$ cat src/rtl/proc_pkg.sv
// Shared fetch-stage definitions: default widths, halt opcode and fetch state encoding.
package proc_pkg;
  localparam int DEF_ADDR_W  = 5;
  localparam int DEF_INSTR_W = 16;
  localparam logic [DEF_INSTR_W-1:0] DEF_HALT_CODE = 16'hFFFF;

  typedef enum logic {
    RUN  = 1'b0,
    HALT = 1'b1
  } fetch_state_e;
endpackage

$ cat src/rtl/fetch_fifo.sv
// Prefetch queue: DEPTH entries of {pc, word}; pointers carry an extra wrap bit for full/empty.
module fetch_fifo #(
  parameter int DEPTH = 2,
  parameter int W     = 21
) (
  input  logic         clk,
  input  logic         rstn,
  input  logic         push,
  input  logic         pop,
  input  logic         flush,
  input  logic [W-1:0] din,
  output logic         full,
  output logic         empty,
  output logic [W-1:0] head
);
  localparam int PW = $clog2(DEPTH);
  localparam logic [PW:0] PTR_ONE = 1;

  logic [PW:0] wr_ptr, rd_ptr;
  logic [DEPTH-1:0][W-1:0] mem;
  logic do_push, do_pop;

  assign empty   = (wr_ptr == rd_ptr);
  assign full    = (wr_ptr[PW] != rd_ptr[PW]) && (wr_ptr[PW-1:0] == rd_ptr[PW-1:0]);
  assign head    = mem[rd_ptr[PW-1:0]];
  // A push into a full queue is legal only when the head leaves in the same cycle.
  assign do_push = push && (!full || pop);
  assign do_pop  = pop && !empty;

  always_ff @(posedge clk or negedge rstn) begin
    if (!rstn) begin
      wr_ptr <= '0;
      rd_ptr <= '0;
      mem    <= '0;
    end else if (flush) begin
      wr_ptr <= '0;
      rd_ptr <= '0;
    end else begin
      if (do_push) begin
        mem[wr_ptr[PW-1:0]] <= din;
        wr_ptr              <= wr_ptr + PTR_ONE;
      end
      if (do_pop) rd_ptr <= rd_ptr + PTR_ONE;
    end
  end
endmodule

$ cat src/rtl/instr_fetch_unit.sv
// Fetch stage: owns the PC, drives the ROM, queues fetched words and hands them to decode.
module instr_fetch_unit
  import proc_pkg::*;
#(
  parameter int                 ADDR_W    = DEF_ADDR_W,
  parameter int                 INSTR_W   = DEF_INSTR_W,
  parameter int                 DEPTH     = 2,
  parameter int                 PROG_LEN  = 16,
  parameter logic [INSTR_W-1:0] HALT_CODE = DEF_HALT_CODE
) (
  input  logic               clk,
  input  logic               rstn,
  input  logic               en,
  output logic               rom_oe,
  output logic [ADDR_W-1:0]  rom_addr,
  input  logic [INSTR_W-1:0] rom_data,
  input  logic               jmp_valid,
  input  logic [ADDR_W-1:0]  jmp_addr,
  output logic               instr_valid,
  input  logic               instr_ready,
  output logic [INSTR_W-1:0] instr_data,
  output logic [ADDR_W-1:0]  instr_pc,
  output logic               halted,
  output logic               addr_err
);
  localparam logic [ADDR_W-1:0] LAST_PC  = ADDR_W'(PROG_LEN - 1);
  localparam logic [ADDR_W-1:0] PC_ONE   = 1;
  localparam logic [ADDR_W:0]   PROG_END = (ADDR_W + 1)'(PROG_LEN);

  logic [ADDR_W-1:0] pc;
  fetch_state_e      state;
  logic              full, empty, pop, issue, bad_jmp;

  assign pop     = instr_valid && instr_ready;
  // A jump owns the cycle: no fetch issues alongside it.
  assign issue   = rstn && (state == RUN) && en && !jmp_valid && (!full || pop);
  assign bad_jmp = ({1'b0, jmp_addr} >= PROG_END);

  assign rom_oe      = issue;
  assign rom_addr    = pc;
  assign instr_valid = !empty;
  assign halted      = (state == HALT);

  always_ff @(posedge clk or negedge rstn) begin
    if (!rstn) begin
      pc       <= '0;
      state    <= RUN;
      addr_err <= 1'b0;
    end else if (jmp_valid) begin
      state <= RUN;
      if (bad_jmp) begin
        pc       <= '0;
        addr_err <= 1'b1;
      end else begin
        pc <= jmp_addr;
      end
    end else if (issue) begin
      pc <= (pc == LAST_PC) ? '0 : pc + PC_ONE;
      // The halt word itself is still queued; fetching stops after it.
      if (rom_data == HALT_CODE) state <= HALT;
    end
  end

  fetch_fifo #(
    .DEPTH (DEPTH),
    .W     (ADDR_W + INSTR_W)
  ) u_fifo (
    .clk   (clk),
    .rstn  (rstn),
    .push  (issue),
    .pop   (pop && !jmp_valid),
    .flush (jmp_valid),
    .din   ({pc, rom_data}),
    .full  (full),
    .empty (empty),
    .head  ({instr_pc, instr_data})
  );
endmodule

$ cat config.mk
export PLATFORM = sky130hd
export DESIGN_NAME = instr_fetch_unit
export DESIGN_NICKNAME = d
export VERILOG_FILES = /design/src/rtl/proc_pkg.sv /design/src/rtl/fetch_fifo.sv /design/src/rtl/instr_fetch_unit.sv
export SDC_FILE = /design/constraint.sdc
export NUM_CORES = 1
export LEC_CHECK = 0
export ABC_AREA = 1
export CORE_ASPECT_RATIO = 1.4
export CORE_UTILIZATION = 24
export CTS_CLUSTER_SIZE = 40
export DETAILED_ROUTE_END_ITERATION = 7
export HOLD_SLACK_MARGIN = 0.03
export PLACE_DENSITY = 0.51
export SKIP_CTS_REPAIR_TIMING = 1
export SLEW_MARGIN = 40
export SYNTH_ARGS = -nofsm -noshare
export SYNTH_HDL_FRONTEND = slang
export SYNTH_SLANG_ARGS = --single-unit
$ cat constraint.sdc
create_clock -name clk -period 3.56 [get_ports clk]
set_input_delay 0.534 -clock clk [delete_from_list [all_inputs] [get_ports clk]]
set_output_delay 0.534 -clock clk [all_outputs]
set_load 0.05 [all_outputs]
; Yosys cells after proc, flatten, opt, wreduce, memory -nomap -nowiden
; Index checks and enable logic that the tools add are counted.
[word_totals]
elab_cells = 59
register_bits = 53
[classes]
add_sub_neg = 3
muxes = 16
reduce_logical = 22
eq_ne = 5
n_bitwise = 2
order_cmp = 4
[op_table]
columns = operator, n
row1 = two-way mux 21 bit, 3
row2 = bitwise mux 42 bit, 1
row3 = demux 21 bit (select 1 bit), 1
row4 = two-way mux 5 bit, 4
row5 = == test 16 bit (second input constant), 1
row6 = logical AND 1 bit, 10
row7 = two-way mux 2 bit, 4
row8 = nonzero test 2 bit, 4
row9 = AND reduction 2 bit, 3
row10 = adder 5 x 1 -> 5 bit (second input constant), 1
row11 = == test 5 x 4 -> 1 bit (second input constant), 1
row12 = greater-or-equal comparator 5 bit (second input constant), 1
row13 = adder 2 x 1 -> 2 bit (second input constant), 2
row14 = less-than comparator 1 x 2 -> 1 bit (second input constant), 2
row15 = logical NOT 1 bit, 3
row16 = two-way mux 1 bit, 3
row17 = == test 2 bit, 1
row18 = logical OR 1 bit, 2
row19 = inverter 1 bit, 2
row20 = == test 1 bit, 1
row21 = greater-or-equal comparator 1 bit (second input constant), 1
row22 = inequality test 1 bit, 1

; Depth between registers and ports, before layout
[logic_depth]
ltp_word = 8
mapped_depth = 10

; Cells and area by module
; A second synthesis with hierarchy kept.
[hier_totals]
cells_unflattened = 371
hier_area_um2 = 2802.7
[by_module_without_submodules]
columns = mod, seq_area_each_um2, n_inst, area_each_um2, cells_per_inst
row1 = fetch_fifo, 1151.1, 1, 2275.9, 293
row2 = instr_fetch_unit, 175.2, 1, 526.8, 78

; Worst setup path after synthesis
; OpenSTA, ideal clock, no wires.
[synth_timing]
kind = register -> output
from = register u_fifo.wr_ptr[1]
to = output port instr_valid
path_buffers = 0
path_slack_ps = 1386
arrival_ps = 1640
stages_incl_launch_ff = 4
path_cell_list = dfrtp_1 > nand2_1 > inv_2 > o21ai_0
[synth_via]
elab_chain_len = 2
[synth_lines]
columns = element, line_no
row1 = start: declaration, fetch_fifo.sv:19  ; logic [PW:0] wr_ptr, rd_ptr;
row2 = start signal: assignment, fetch_fifo.sv:41  ; wr_ptr <= wr_ptr + PTR_ONE;
row3 = == test 2 bit, fetch_fifo.sv:23  ; assign empty = (wr_ptr == rd_ptr);
row4 = logical NOT 1 bit, instr_fetch_unit.sv:41  ; assign instr_valid = !empty;
row5 = end: declaration, instr_fetch_unit.sv:19  ; output logic instr_valid,
; Every way passes these cells.

; Worst setup path in the final report
[layout_timing]
from = register u_fifo.rd_ptr[0]
to = output port instr_pc[3]
[layout_via]
elab_chain_len = 2
[layout_lines]
columns = element, line_no
row1 = start: declaration, fetch_fifo.sv:19
row2 = start signal: assignment, fetch_fifo.sv:43  ; if (do_pop) rd_ptr <= rd_ptr + PTR_ONE;
row3 = two-way mux 21 bit (not written as such) (2 in a row), fetch_fifo.sv:25  ; assign head = mem[rd_ptr[PW-1:0]];
row4 = end: declaration, instr_fetch_unit.sv:22  ; output logic [ADDR_W-1:0] instr_pc,
; Every way passes these cells. The select of a mux whose other input is x is not followed.

==> impl_results.md <==
- Flop and latch count out of synthesis: 53
- Routed via count: 2099
- Post-DP HPWL: 4.11 mm
- Worst VDD drop: 0.279 mV
- Initial Util: 24.8%
- Htree depth: 2
- Clock transition at path regs: 0.07 ns
- # setup viols final: 0
- Final Skew: 0.00383 ns
- First DRT Iteration DRCs: 79
- Worst path max stage delay: 0.80 ns
- Ranking of synthesized cells by area: dfrtp_1, nand2_1, o21ai_2, o21ai_1, inv_1
- Worst-Margin Slew: 0.683 ns
- Global Route Usage Sum: 11.5%
- Die Ht: 125 um
- Crit Path Max Fanout: 23
- Final ANT Viol Nets: 0
- Fin. max-slew vios: 0
- Final hold viol count: 0
- Worst-skew pair later-pin latency: 0.28 ns
- Vias in the first global route: 2107
- Number of diodes: 0
- CP max stage cell: clkdlybuf4s50_1
- Leak Pwr: 1.65 nW
- Max Buffers Root-to-Sink: 2
- Largest net degree at the start of global routing: 54
- Min Tclk post-route: 2.55 ns
- WL final: 5.97 mm
- Mapped Area: 2600 um^2
- Initial antenna violation count: 0
- Worst path cell trace: inv_2 -> nand2_1 -> nand2_1 -> clkdlybuf4s50_1
- Status: complete, no violations
- Drt first pass iters: 4
- Share of layout cells above drive strength 1: 12.0%
- Synth Area per Inst: 8.06 um^2
- Final instance area: 3400 um^2
- Count of input and output buffers: 55
- I/O pin cnt: 56
- Startpoint types: register
- Sink Count: 53
- Via density: 4.10
- Row cnt: 44
- Syn Nets: 349
- Part of the Yosys area used for sequential elements: 51.1%
- RSZ-0062 raised after global routing: no
- DR WL/cell: 11.7 um
- Most frequent CP cell: nand2_1
- Hold WC Path Type: input pin to async pin
- Setup tns final: 0 ns
- Crit Path Class: register to output port
- Core area: 10500 um^2
- Final period utilization: 71.7%
- Number of max-cap violations: 0
- Area Overhead vs Synth: 30.9%
- Synth unique cells: 21
- Final core occ: 32.5%
- Synth top area share: 51.1%
- Die area: 11200 um^2
- Synth area leader: dfrtp_1
- Yosys warnings: 0
- Arrival time of the worst setup path: 2.02 ns
- Slew HR: 54.5%
- Worst Setup End Kind: output port
- Residual DRC count: 0
- Req. time, crit path: 3.03 ns
- Fin nets: 400
- Routability Congestion: 0.741
- CTS tree: done
- First-pass GRT wire length: 10.4 mm
- Clock buffer count from CTS: 5
- Pwr/cell area: 665 nW/um^2
- Die X: 89.9 um
- Overflow after GRT: 0
- Fmax: 392 MHz
- Placed inst area: 3250 um^2
- Root Buffer: clkbuf_16
- Mapped Cells: 322
- Total power: 0.00226 W
## report_power, final
part	leakage [nW]	total, W	internal (W)	switching (W)
Clock	0.0704	0.000487	0.000265	0.000223
Sequential	0.681	0.000846	0.000756	0.0000904
Combinational	0.897	0.000927	0.000316	0.000611
Total	1.65	0.00226	0.00134	0.000924
## layout make-up
type | instances | area [um^2]
flip-flops and latches | 53 | 1330
clock inverters | 3 | 25.0
fillers | 1137 | 7060
multi-input cells | 225 | 1070
clock buffers | 5 | 125
repair buffers | 58 | 563
well taps | 138 | 173
inverters | 30 | 113
## logic make-up (layout without fill, tap and decap cells)
| family | count (synthesis) | after routing | synth area share (%) |
|---|---|---|---|
| AOI/OAI and AO/OA | 52 | 52 | 13.2 |
| xor gates and xnor gates | 3 | 3 | 1.01 |
| adders and majority gates | 1 | 1 | 0.482 |
| buffers and inverters | 44 | 96 | 7.81 |
| DFF | 53 | 53 | 51.1 |
| and+or+nand+nor | 169 | 169 | 26.5 |
## layout by cell type (no fill, tap or decap), drive strengths merged
| cell | synthesis | routed |
|---|---|---|
| ha | 1 | 1 |
| nand3 | 16 | 16 |
| clkinvlp | 0 | 1 |
| o21ai | 49 | 49 |
| nand2 | 142 | 142 |
| inv | 29 | 30 |
| a21oi | 2 | 2 |
| buf | 10 | 6 |
| clkbuf | 4 | 5 |
| nor2 | 11 | 11 |
| o21bai | 1 | 1 |
| clkdlybuf4s50 | 0 | 52 |
| dfrtp | 53 | 53 |
| xor2 | 3 | 3 |
| clkinv | 1 | 2 |
## metal layers
metal  track usage [%]  routed length (um)  up-vias
met4              2.94                  11        0
met5                 0                   0        -
met1              15.0                2760      950
li1                  -                   -     1107
met2              19.5                2990       40
met3              2.01                 208        2
## synthesized netlist by cell type (all sizes together)
cell	n
nand2	142
o21ai	49
dfrtp	53
buf	10
clkinv	1
a21oi	2
ha	1
o21bai	1
xor2	3
inv	29
clkbuf	4
nor2	11
nand3	16
## critical path, delay by kind of cell (launching register included)
kind	cells	cell delay, ns
AND/OR/NAND/NOR	2	0.20
buffers and inverters	2	1.15
flip-flops	1	0.39
## path summary, 6_finish.rpt
kind,startpoint,to,slack (ns),cells after the start
max in group asynchronous,rstn,u_fifo.mem[33],2.70,2
min reg2reg,addr_err,addr_err,0.48,1
max reg2reg,u_fifo.rd_ptr[0],u_fifo.mem[14],1.64,8
min in group clk,addr_err,addr_err,0.48,1
max,u_fifo.rd_ptr[0],instr_pc[3],1.01,4
min,rstn,u_fifo.mem[1],0.41,2
## state kept, by name, summed over array words and instances, names as in the netlist
name / cells
rom_addr: 5
u_fifo.wr_ptr: 2
halted: 1
u_fifo.rd_ptr: 2
u_fifo.mem: 42
addr_err: 1
## stage by stage
| step | cells | hold WS, ns | setup WS, ns |
|---|---|---|---|
| finish | 512 | 0.409 | 1.01 |
| detailed placement | 504 | 0.465 | 1.13 |
| CTS | 512 | 0.443 | 0.954 |
| global placement | 504 | 0.463 | 0.768 |
| floorplan | 322 | 0.238 | 1.39 |
| global route | 512 | 0.471 | 0.843 |
No activity file was read; power rests on OpenSTA's default activity.
